$ cat src/rtl/bw_row_accumulator.sv
// Row-serial reduction of 4x4 Baugh-Wooley partial products into an 8-bit signed product.
// Optional output register stage enabled by defining BW_OUT_REG_EN.
//
// state  | meaning
// IDLE   | waiting for a partial-product bundle
// ACC    | adding ROWS_PER_CYCLE shifted rows per cycle into acc
// DONE   | product complete, waiting for downstream acceptance
module bw_row_accumulator #(
    parameter int ROWS_PER_CYCLE = 1,
    parameter int PROD_W         = 8
) (
    input  logic        clk,
    input  logic        rst_n,
    input  logic        in_valid,
    output logic        in_ready,
    input  logic [15:0] pp,
    output logic        out_valid,
    input  logic        out_ready,
    output logic [7:0]  product,
    output logic        busy
);

    if (ROWS_PER_CYCLE != 1 && ROWS_PER_CYCLE != 2) begin : g_bad_rows_per_cycle
        $error("bw_row_accumulator: ROWS_PER_CYCLE must be 1 or 2");
    end
    if (PROD_W != 8) begin : g_bad_prod_w
        $error("bw_row_accumulator: PROD_W must be 8");
    end

    typedef enum logic [1:0] {
        S_IDLE = 2'd0,
        S_ACC  = 2'd1,
        S_DONE = 2'd2
    } state_t;

    // 2^7 + 2^4 restores the sign weighting removed by the complemented terms
    localparam logic [7:0] BW_CORR  = 8'h90;
    localparam logic [2:0] CNT_STEP = 3'(ROWS_PER_CYCLE);
    localparam logic [2:0] LAST_CNT = 3'(4 - ROWS_PER_CYCLE);

    state_t      state_q, state_d;
    logic [7:0]  acc_q, acc_d;
    logic [2:0]  row_cnt_q, row_cnt_d;
    logic [15:0] pp_q, pp_d;
    logic [7:0]  addend;
    logic        done_exit;

    function automatic logic [7:0] row_term(input logic [15:0] bits, input logic [1:0] r);
        logic [7:0] row;
        row = {4'b0000, bits[{r, 2'b00} +: 4]};
        return row << r;
    endfunction

`ifdef BW_OUT_REG_EN
    logic [7:0] oreg_q, oreg_d;
    logic       oreg_valid_q, oreg_valid_d;

    // the result flop can take a new value only if empty or being drained now
    assign done_exit = (state_q == S_DONE) && (!oreg_valid_q || out_ready);

    always_comb begin
        oreg_d       = oreg_q;
        oreg_valid_d = oreg_valid_q;
        if (oreg_valid_q && out_ready) begin
            oreg_valid_d = 1'b0;
        end
        if (done_exit) begin
            oreg_d       = acc_q;
            oreg_valid_d = 1'b1;
        end
    end

    always_ff @(posedge clk or negedge rst_n) begin
        if (!rst_n) begin
            oreg_q       <= 8'h00;
            oreg_valid_q <= 1'b0;
        end else begin
            oreg_q       <= oreg_d;
            oreg_valid_q <= oreg_valid_d;
        end
    end

    assign out_valid = oreg_valid_q;
    assign product   = oreg_q;
`else
    assign done_exit = (state_q == S_DONE) && out_ready;
    assign out_valid = (state_q == S_DONE);
    assign product   = acc_q;
`endif

    always_comb begin
        state_d   = state_q;
        acc_d     = acc_q;
        row_cnt_d = row_cnt_q;
        pp_d      = pp_q;
        addend    = row_term(pp_q, row_cnt_q[1:0]);
        if (ROWS_PER_CYCLE == 2) begin
            addend = addend + row_term(pp_q, row_cnt_q[1:0] + 2'd1);
        end
        case (state_q)
            S_IDLE: begin
                if (in_valid) begin
                    pp_d      = pp;
                    acc_d     = BW_CORR;
                    row_cnt_d = 3'd0;
                    state_d   = S_ACC;
                end
            end
            S_ACC: begin
                acc_d     = acc_q + addend;
                row_cnt_d = row_cnt_q + CNT_STEP;
                if (row_cnt_q == LAST_CNT) begin
                    state_d = S_DONE;
                end
            end
            S_DONE: begin
                if (done_exit) begin
                    state_d = S_IDLE;
                end
            end
            default: begin
                state_d = S_IDLE;
            end
        endcase
    end

    always_ff @(posedge clk or negedge rst_n) begin
        if (!rst_n) begin
            state_q   <= S_IDLE;
            acc_q     <= 8'h00;
            row_cnt_q <= 3'd0;
            pp_q      <= 16'h0000;
        end else begin
            state_q   <= state_d;
            acc_q     <= acc_d;
            row_cnt_q <= row_cnt_d;
            pp_q      <= pp_d;
        end
    end

    assign in_ready = (state_q == S_IDLE);
    assign busy     = (state_q == S_ACC) || (state_q == S_DONE);

endmodule

$ cat config.mk
export PLATFORM = sky130hd
export DESIGN_NAME = bw_row_accumulator
export DESIGN_NICKNAME = d
export VERILOG_FILES = /design/src/rtl/bw_row_accumulator.sv
export SDC_FILE = /design/constraint.sdc
export NUM_CORES = 1
export LEC_CHECK = 0
export BUFFER_PORTS_ARGS = -buffer_cell sky130_fd_sc_hd__buf_2
export CAP_MARGIN = 0
export CORE_UTILIZATION = 40
export CTS_BUF_LIST = sky130_fd_sc_hd__clkbuf_2 sky130_fd_sc_hd__clkbuf_4 sky130_fd_sc_hd__clkbuf_8
export DETAILED_ROUTE_END_ITERATION = 10
export SLEW_MARGIN = 10
export SYNTH_ARGS = -nofsm -noshare
export SYNTH_HDL_FRONTEND = slang
export SYNTH_SLANG_ARGS = --single-unit
export TNS_END_PERCENT = 50
$ cat constraint.sdc
create_clock -name clk -period 3.9 [get_ports clk]
set_input_delay 1.17 -clock clk [delete_from_list [all_inputs] [get_ports clk]]
set_output_delay 1.17 -clock clk [all_outputs]
set_load 0.01 [all_outputs]
======== Word-level counts from Yosys, hierarchy flattened ========
Cells that the tools add are included.
storage, ports and cells
  output and inout port bits .............. 11
  logic and storage cells ................. 29
  latch bits .............................. 0
  memories kept ........................... 0
  memory bits (writable) .................. 0
  bits in read-only memories .............. 0
  input port bits ......................... 20
  bits in registers ....................... 29
cells by class
  eq/ne operators ......................... 6
  $lt $le $gt $ge ......................... 0
  add/sub/neg operators ................... 2
  multiplexer cells ....................... 8
  shift-type cells ........................ 2
  divide/modulo/power cells ............... 0
  multipliers ............................. 0
  reductions and logical operators ........ 7
  bitwise operators ....................... 0
operator list
  kind                                                    number
  one-hot mux 8 bit (2 select lines)                      1
  indexed part select 16 x 5 -> 4 bit                     1
  adder 8 bit                                             1
  2-to-1 mux 8 bit                                        1
  left shift 4 x 2 -> 8 bit                               1
  2-to-1 mux 2 bit                                        3
  one-hot mux 2 bit (3 select lines)                      1
  one-hot mux 3 bit (2 select lines)                      1
  inequality test 2 bit (second input constant)           2
  AND reduction 2 bit                                     2
  adder 3 x 1 -> 3 bit (second input constant)            1
  == test 3 x 2 -> 1 bit (second input constant)          1
  2-to-1 mux 3 bit                                        1
  AND reduction 3 bit                                     1
  == test 2 x 1 -> 1 bit (second input constant)          1
  == test 2 bit (second input constant)                   1
  logical NOT 2 bit                                       1
  inequality test 2 x 1 -> 1 bit (second input constant)  1
  nonzero test 2 bit                                      1
  logical AND 1 bit                                       1
  logical OR 1 bit                                        1

======== Longest topological paths before layout ========
Gate-level depths: netlist (run 1).
  word-level depth ........................ 4
  gate-level depth with buffers ........... 9
  mapped depth without buffers ............ 8

======== Worst setup path after synthesis (run 1) ========
No wires, ideal clock.
  kind .................................... register -> register
  start point ............................. reg row_cnt_q[0]
  end point ............................... reg acc_q[6] (netlist: product[6])
  arrival ................................. 2.032 ns
  clock period less this slack ............ 2.098 ns
  slack ................................... 1.802 ns
  cell stages (with the launch flop) ...... 9
  path buffers ............................ 1
  setup time .............................. 0.066 ns
  data required time ...................... 3.834 ns
  path through ............................ dfrtp_1 -> clkbuf_1 -> nor3b_1 -> ha_1 -> fa_1 -> a211oi_1 -> o21bai_1 -> mux2_4 -> nand3_2
on the way
  cells in the longest elaborated chain, start to end .. 4
RTL lines
  item                                    line  RTL
  from (decl)                             43    logic [2:0] row_cnt_q, row_cnt_d;
  from (signal assigned)                  136   row_cnt_q <= row_cnt_d;
  indexed part select 16 x 5 -> 4 bit     50    row = {4'b0000, bits[{r, 2'b00} +: 4]};
  left shift 4 x 2 -> 8 bit (*)           51    return row << r;
  adder 8 bit (*)                         110   acc_d = acc_q + addend;
  one-hot mux 8 bit (2 select lines) (*)  100   case (state_q)
  to (signal assigned)                    130   acc_q <= 8'h00;
  to (signal assigned)                    135   acc_q <= acc_d;
  to (decl)                               42    logic [7:0] acc_q, acc_d;
Every way passes the cells marked *; elsewhere a longest branch is shown, timed or not.
A chain may end at the register's enable or synchronous reset.

======== Worst setup path after layout (run 1) ========
  start point ............................. reg state_q[1]
  end point ............................... out in_ready
on the way
  cells in the longest elaborated chain, start to end .. 1
RTL lines
  item                    line  RTL
  from (decl)             41    state_t state_q, state_d;
  from (signal assigned)  134   state_q <= state_d;
  logical NOT 2 bit       141   assign in_ready = (state_q == S_IDLE);
  to (decl)               15    output logic in_ready,
Every way passes these cells.

==> results.tsv, run 1 <==
stage	metric	value	unit
clock_network	cts_buffers	5	
synth	yosys_warnings	0	
synth	syn-num-nets	172	
pwr	internal_power	1.06	mW
cells_and_area	layout-drive-gt1-share	0.372	
cells_and_area	seq_area	726	um^2
detailed_routing	routed_wl	3100	um
run_status	outcome	completed	
worst_setup_path	crit_chain	inv_1 -> ha_1 -> buf_2	
synth	async_flop_share	1.00	
clock_network	clkSlewWorstSetupHoldPaths	0.06	ns
synth	synth-seq-cells	29	
synth	synth_common_cells	dfrtp_1, mux2_2, ha_1, nand2_1, o21ai_0	
clock_network	h-tree-depth	2	
grt	grt_pass1_vias	1143	
clock_network	cts_buffer_depth	2	
clock_network	clockRootBuffer	clkbuf_8	
cells_and_area	diodes	0	
timing	fin_skew	0.00491	ns
worst_setup_path	startpoint_type	flop	
cells_and_area	filler_cell_count	365	
grt	grt_overflow	0	
clock_network	postCtsSetupBuffers	0	
synth	synth_edf_count	0	
synth	synth_top_area_frac	0.439	
cells_and_area	syn_to_final_growth	17.0	%
synth	synthTopCellsByArea	dfrtp_1, mux2_2, ha_1	
floorplanning	design.die.area	4390	um^2
clock_network	cts_tree	yes	
pwr	netSwitchingFraction	0.382	
timing	fin_hold_ws	0.499	ns
clock_network	clk_latency	0.28	ns
cells_and_area	multi_input_area	862	um^2
grt	groute.usage.overall	0.164	
timing	fmax	410	MHz
worst_setup_path	r2r-start	row_cnt_q[1]	
worst_setup_path	reg2reg_depth	8	
synth	netlist.top_cell.by_area	dfrtp_1	
worst_setup_path	arrival	1.27	ns
clock_network	hold_buffers	0	
cells_and_area	nets	205	
detailed_routing	dr_total_vias	1174	
worst_hold_path	hold_path.class	reg2reg	
synth	ys.flop_type	dfrtp_1	
timing	relSlewSlack	0.576	
synth	syn_area_per_cell	11.9	um^2
pwr	pwr-share-clk	0.175	
worst_setup_path	critPathKind	reg2out	
detailed_routing	viasPerCell	5.29	
worst_setup_path	required	2.73	ns
timing	timing.final.crit_share	0.625	
timing	tns	0	ns
detailed_routing	drt-wirelength-per-cell	14.0	um
worst_setup_path	crit_slowest_cell	dfrtp_1	
cells_and_area	fin_util	0.487	
grt	grt_first_pass_wirelength	5250	um
worst_setup_path	regToRegSetupSlack	1.69	ns
floorplanning	core-area	3970	um^2
placement	dpl.hpwl	2340	um
detailed_routing	dr.pass1.iters	4	
pwr	powerDensity	882	nW/um^2
timing	min_period	2.44	ns
worst_setup_path	critPathCaptureType	output pin	
run	drv_cap	0	
synth	netlist-cell-type-count	37	
timing	setup_viol	0	
clock_network	cts-resized-gates	0	
synth	yosysMostFrequentCell	dfrtp_1	
worst_setup_path	cp_max_fo	5	
timing	rsz0062_at_grt	false	
floorplanning	floorplan.initialDensity	0.416	
timing	drv_slew	0	
grt	antenna_found_initial	0	
cells_and_area	post-route-cell-area	1930	um^2
detailed_routing	ant_nets	0	
detailed_routing	drt_iter0_markers	41	
detailed_routing	drc	0	
pwr	power.switching	0.651	mW
worst_setup_path	regToRegEndpoint	product[6]	
pwr	vdd_drop_max	0.343	mV
placement	port_buffers	30	
placement	placed_cell_area	1830	um^2
floorplanning	io_pins	31	
worst_setup_path	slowest_delay	0.40	ns
floorplanning	placementRows	23	
pwr	pwr-share-seq	0.328	
timing	tightest_slew	0.636	ns
synth	ys_seq_area_frac	0.439	
worst_setup_path	crit_end	in_ready	
pwr	combinationalPowerShare	0.497	
synth	synth_cells	139	
pwr	p_leak	0.954	nW
placement	finalWeightedCongestion	0.780	
floorplanning	die_w	66.3	um
grt	grt_start_max_net_pins	30	
clock_network	cts_sinks	29	
floorplanning	die_y	66.3	um
synth	synth_area	1650	um^2
worst_setup_path	worstSetupStartpoint	state_q[1]	
timing	hold_viol_final	0	
[cells in the final DEF (no fill, tap or decap), types with 2 or more instances in the layout]
master | netlist | routed
ha_1 | 12 | 12
inv_1 | 6 | 6
a22o_1 | 3 | 3
dfrtp_1 | 29 | 29
nor2_1 | 3 | 3
clkbuf_8 | 0 | 5
o21ai_0 | 10 | 10
mux2i_1 | 5 | 5
nand3b_1 | 2 | 2
nor3b_1 | 2 | 2
a211oi_1 | 2 | 2
mux2_2 | 18 | 18
xor2_1 | 2 | 2
a21oi_1 | 5 | 5
buf_2 | 1 | 30
xnor2_1 | 2 | 2
nand4b_1 | 2 | 2
a21o_1 | 2 | 2
nand2_1 | 12 | 12
[worst min path at each step]
stage,from,endpoint,slack (ns),depth (start not counted)
final,pp_q[9],pp_q[9],0.50,1
after global placement,row_cnt_q[2],row_cnt_q[2],0.46,2
after floorplan,row_cnt_q[2],row_cnt_q[2],0.45,2
after CTS,row_cnt_q[2],row_cnt_q[2],0.50,2
after global routing,pp_q[9],pp_q[9],0.52,1
after detailed placement,row_cnt_q[2],row_cnt_q[2],0.48,2
[sequential cells by signal (all words and copies together) (netlist names)]
register / count
row_cnt_q: 3
product: 8
pp_q: 16
state_q: 2
[critical path: cells and delay by family (launching register included)]
kind / cells / cell delay, ns
adder cells (fa/ha/maj): 1 / 0.30
flip-flops: 1 / 0.40
buffers and inverters: 2 / 0.28
[metrics by stage]
| stage | worst slack (ns) | power [mW] | std cells |
|---|---|---|---|
| after floorplan | 1.80 | 1.24 | 139 |
| after global placement | 1.66 | 1.39 | 215 |
| after detailed placement | 1.66 | 1.42 | 215 |
| after CTS | 1.46 | 1.72 | 222 |
| after global routing | 1.41 | 1.85 | 222 |
| final | 1.46 | 1.71 | 222 |
[metal layers]
layer	wire [um]	vias to the layer above	track usage
met5	0	-	0
met4	45	0	0.0878
met3	135	6	0.0483
met2	1500	23	0.258
met1	1420	580	0.202
li1	-	565	-
[layout make-up]
type	instances	area share
Clock inverter	2	0.0181
Clock buffer	5	0.0356
Multi-Input combinational cell	99	0.446
Tap cell	50	0.0323
Sequential cell	29	0.375
Timing Repair Buffer	31	0.0815
Inverter	6	0.0116
[power groups by stage]
stage	registers [mW]	clock network (mW)	logic, mW
2_1_floorplan	0.535	0	0.704
3_3_place_gp	0.566	0	0.825
3_5_place_dp	0.570	0	0.849
4_1_cts	0.564	0.302	0.857
5_1_grt	0.585	0.314	0.947
6_report	0.560	0.298	0.848
[cells by family (layout without fill, tap and decap cells)]
logic type | after synthesis | after routing | synth area share
compound gates | 29 | 29 | 0.121
xor+xnor | 4 | 4 | 0.0212
fa+ha+maj | 13 | 13 | 0.103
buf+inv | 11 | 44 | 0.0394
flops | 29 | 29 | 0.439
mux | 25 | 25 | 0.176
simple gates | 28 | 28 | 0.101
Power figures use the tool's default switching activity.
==> run 2, diff against run 1 <==
Settings changed: ABC_AREA set to 1.
Clock period 3.9 ns to 2.5 ns, I/O delays scaled along.
==> run 2 against run 1 <==
  * Hold slack worse by 0.023 ns
  * Cell count up 45%
  * Wire length up 18%
  * Largest cell class unchanged
==> results.tsv, run 2 <==
stage	metric	value	unit	change
cells_and_area	nets	303		+48%
run_status	outcome	completed		
cells_and_area	diodes	0		unchanged
synth	synth-seq-cells	29		unchanged
synth	synth_top_family_by_area	simple AND/OR/NAND/NOR gates		
synth	synthTopCellsByArea	dfrtp_1, nand2_1, ha_1		
worst_setup_path	critPathCaptureType	flop		
pwr	powerDensity	1350	nW/um^2	+53%
worst_setup_path	critPathKind	reg2reg		
worst_setup_path	r2r-start	row_cnt_q[0]		
pwr	combinationalPowerShare	0.535		+0.038
clock_network	cts_buffers	5		unchanged
synth	async_flop_share	1.00		unchanged
run	drv_cap	0		unchanged
pwr	pwr-share-seq	0.283		-0.045
pwr	netSwitchingFraction	0.443		+0.0617
cells_and_area	layout-drive-gt1-share	0.207		-0.165
synth	synth_common_cells	nand2_1, dfrtp_1, inv_1, nand3_1, ha_1		
floorplanning	floorplan.initialDensity	0.431		+0.0150
timing	setup_slack	0.386	ns	-1.08 ns
timing	fmax	473	MHz	
synth	netlist.top_cell.by_area	dfrtp_1		
clock_network	clockRootBuffer	clkbuf_8		
floorplanning	design.die.area	4740	um^2	+7.9%
grt	grt_start_max_net_pins	30		unchanged
grt	groute.usage.overall	0.181		+0.0166
synth	syn-num-nets	269		+56%
clock_network	cts-resized-gates	0		unchanged
timing	tightest_slew	0.637	ns	+0.00115 ns
synth	synth_cells	236		+70%
synth	synthMuxAreaShare	0		-0.176
pwr	internal_power	1.58	mW	+49%
synth	synth_edf_count	0		unchanged
clock_network	clk_latency	0.29	ns	about the same
synth	yosys.area_share.adder	0.0952		-0.00771
synth	yosysMostFrequentCell	nand2_1		
worst_setup_path	cp_max_fo	13		+8
cells_and_area	final_common_cell	nand2_1		
synth	synth_area	1790	um^2	+8.1%
placement	finalWeightedCongestion	0.830		+6.5%
synth	netlist-cell-type-count	25		-32%
synth	yosys_warnings	0		unchanged
floorplanning	die_y	68.8	um	+3.9%
worst_setup_path	reg2reg_depth	13		+5
detailed_routing	dr_total_vias	1526		+30%
worst_setup_path	regToRegSetupSlack	0.39	ns	-1.30 ns
worst_setup_path	regToRegEndpoint	product[4]		
cells_and_area	largest_reg_flops	16		unchanged
clock_network	cts_tree	yes		
timing	relSlewSlack	0.575		-0.000764
detailed_routing	routed_wl	3650	um	+18%
timing	rsz0062_at_grt	false		
floorplanning	io_pins	31		unchanged
grt	antenna_found_initial	0		unchanged
clock_network	postCtsSetupBuffers	0		unchanged
detailed_routing	dr.pass1.iters	4		unchanged
cells_and_area	top_register	pp_q		
detailed_routing	drt_iter0_markers	63		+54%
clock_network	clkSlewWorstSetupHoldPaths	0.07	ns	about the same
placement	dp_slack	0.422	ns	-1.23 ns
synth	synth-compound-area-share	0.0602		-0.0609
placement	port_buffers	30		unchanged
worst_setup_path	startpoint_type	flop		
worst_setup_path	required	2.68	ns	-0.05 ns
timing	tns	0	ns	unchanged
clock_network	h-tree-depth	2		unchanged
cells_and_area	syn_to_final_growth	17.3	%	
synth	synth-simple-area-share	0.350		+0.249
clock_network	hold_buffers	0		unchanged
floorplanning	die_w	68.8	um	+3.9%
timing	fin_skew	0.00735	ns	+0.00244 ns
detailed_routing	drt-wirelength-per-cell	11.4	um	-19%
timing	min_period	2.11	ns	
pwr	total_power	2.83	mW	+66%
floorplanning	placementRows	23		unchanged
grt	grt_pass1_vias	1405		+23%
detailed_routing	ant_nets	0		unchanged
timing	hold_viol_final	0		unchanged
synth	synth_top_area_frac	0.406		-0.0329
grt	grt_first_pass_wirelength	6210	um	+18%
worst_setup_path	arrival	2.29	ns	+1.02 ns
detailed_routing	viasPerCell	4.75		-10%
cells_and_area	final_cell_mix	nand2_1, buf_2, dfrtp_1		
synth	ys_seq_area_frac	0.406		-0.0329
placement	dpl.hpwl	2690	um	+15%
pwr	p_leak	1.18	nW	+24%
worst_hold_path	hold_path.class	in2async		
pwr	pwr-share-clk	0.182		+0.007
clock_network	cts_sinks	29		unchanged
synth	ys.flop_type	dfrtp_1		
clock_network	cts_buffer_depth	2		unchanged
pwr	power.switching	1.26	mW	+93%
grt	grt_overflow	0		unchanged
cells_and_area	fin_util	0.506		+0.0187
synth	syn_area_per_cell	7.57	um^2	-36%
timing	setup_viol	0		unchanged
pwr	vdd_drop_max	0.539	mV	+57%
floorplanning	core-area	4140	um^2	+4.3%
synth	synthXorXnorAreaFrac	0.00980		-0.0114
timing	drv_slew	0		unchanged
timing	timing.final.crit_share	0.845		
detailed_routing	drc	0		unchanged
-- run 2: worst max-delay path by stage --
stage	from	endpoint	slack (ns)	cells after the start
finish	row_cnt_q[0]	product[4]	0.39	13
global route	row_cnt_q[0]	product[4]	0.20	13
CTS	row_cnt_q[0]	product[4]	0.38	13
detailed placement	in_valid	product[7]	0.42	5
global placement	row_cnt_q[0]	product[4]	0.42	13
floorplan	row_cnt_q[0]	product[4]	0.58	14
-- run 2: stage by stage --
| step | cell area [um^2] | hold slack, ns | std cells |
|---|---|---|---|
| finish | 2100 | 0.476 | 321 |
| global placement | 1980 | 0.470 | 313 |
| floorplan | 1790 | 0.449 | 236 |
| global route | 2100 | 0.503 | 321 |
| detailed placement | 1980 | 0.468 | 313 |
| CTS | 2100 | 0.486 | 321 |
-- run 2: logic make-up (layout without fill, tap and decap cells) --
family / Yosys count / after routing
simple gates: 144 / 144
buf+inv: 32 / 67
flops: 29 / 29
compound gates: 16 / 16
fa+ha+maj: 13 / 13
xor+xnor: 2 / 2
-- run 2: cell type report --
cell class              count  area (um^2)
repair buffers             32          165
flip-flops and latches     29          726
fillers                   443         2050
clock buffers               6         82.6
clock inverters             2         37.5
multi-input cells         175          921
inverters                  27          101
well taps                  50         62.6
-- run 2: critical path: stages (launching register included) --
cell	delay, ns
dfrtp_1	0.39
buf_4	0.19
nand2_1	0.07
nand3_1	0.13
nand3_1	0.11
nor2_1	0.05
ha_1	0.21
fa_1	0.44
nand2_1	0.12
nand2_1	0.06
nand2_1	0.05
nand3_1	0.05
o21ai_0	0.08
inv_1	0.06
-- run 2: power by group through the flow --
stage                     registers [mW]  logic [mW]  clock network [mW]
after floorplan                    0.803        1.20                   0
after global placement             0.813        1.49                   0
after detailed placement           0.808        1.52                   0
after CTS                          0.805        1.54               0.525
after global routing               0.832        1.74               0.544
final                              0.800        1.52               0.516
-- run 2: routing by layer --
layer,vias to the layer above,track usage,wire length [um]
met4,0,0.0765,70
met3,7,0.0444,126
met5,-,0,0
li1,810,-,-
met2,25,0.275,1620
met1,684,0.244,1840
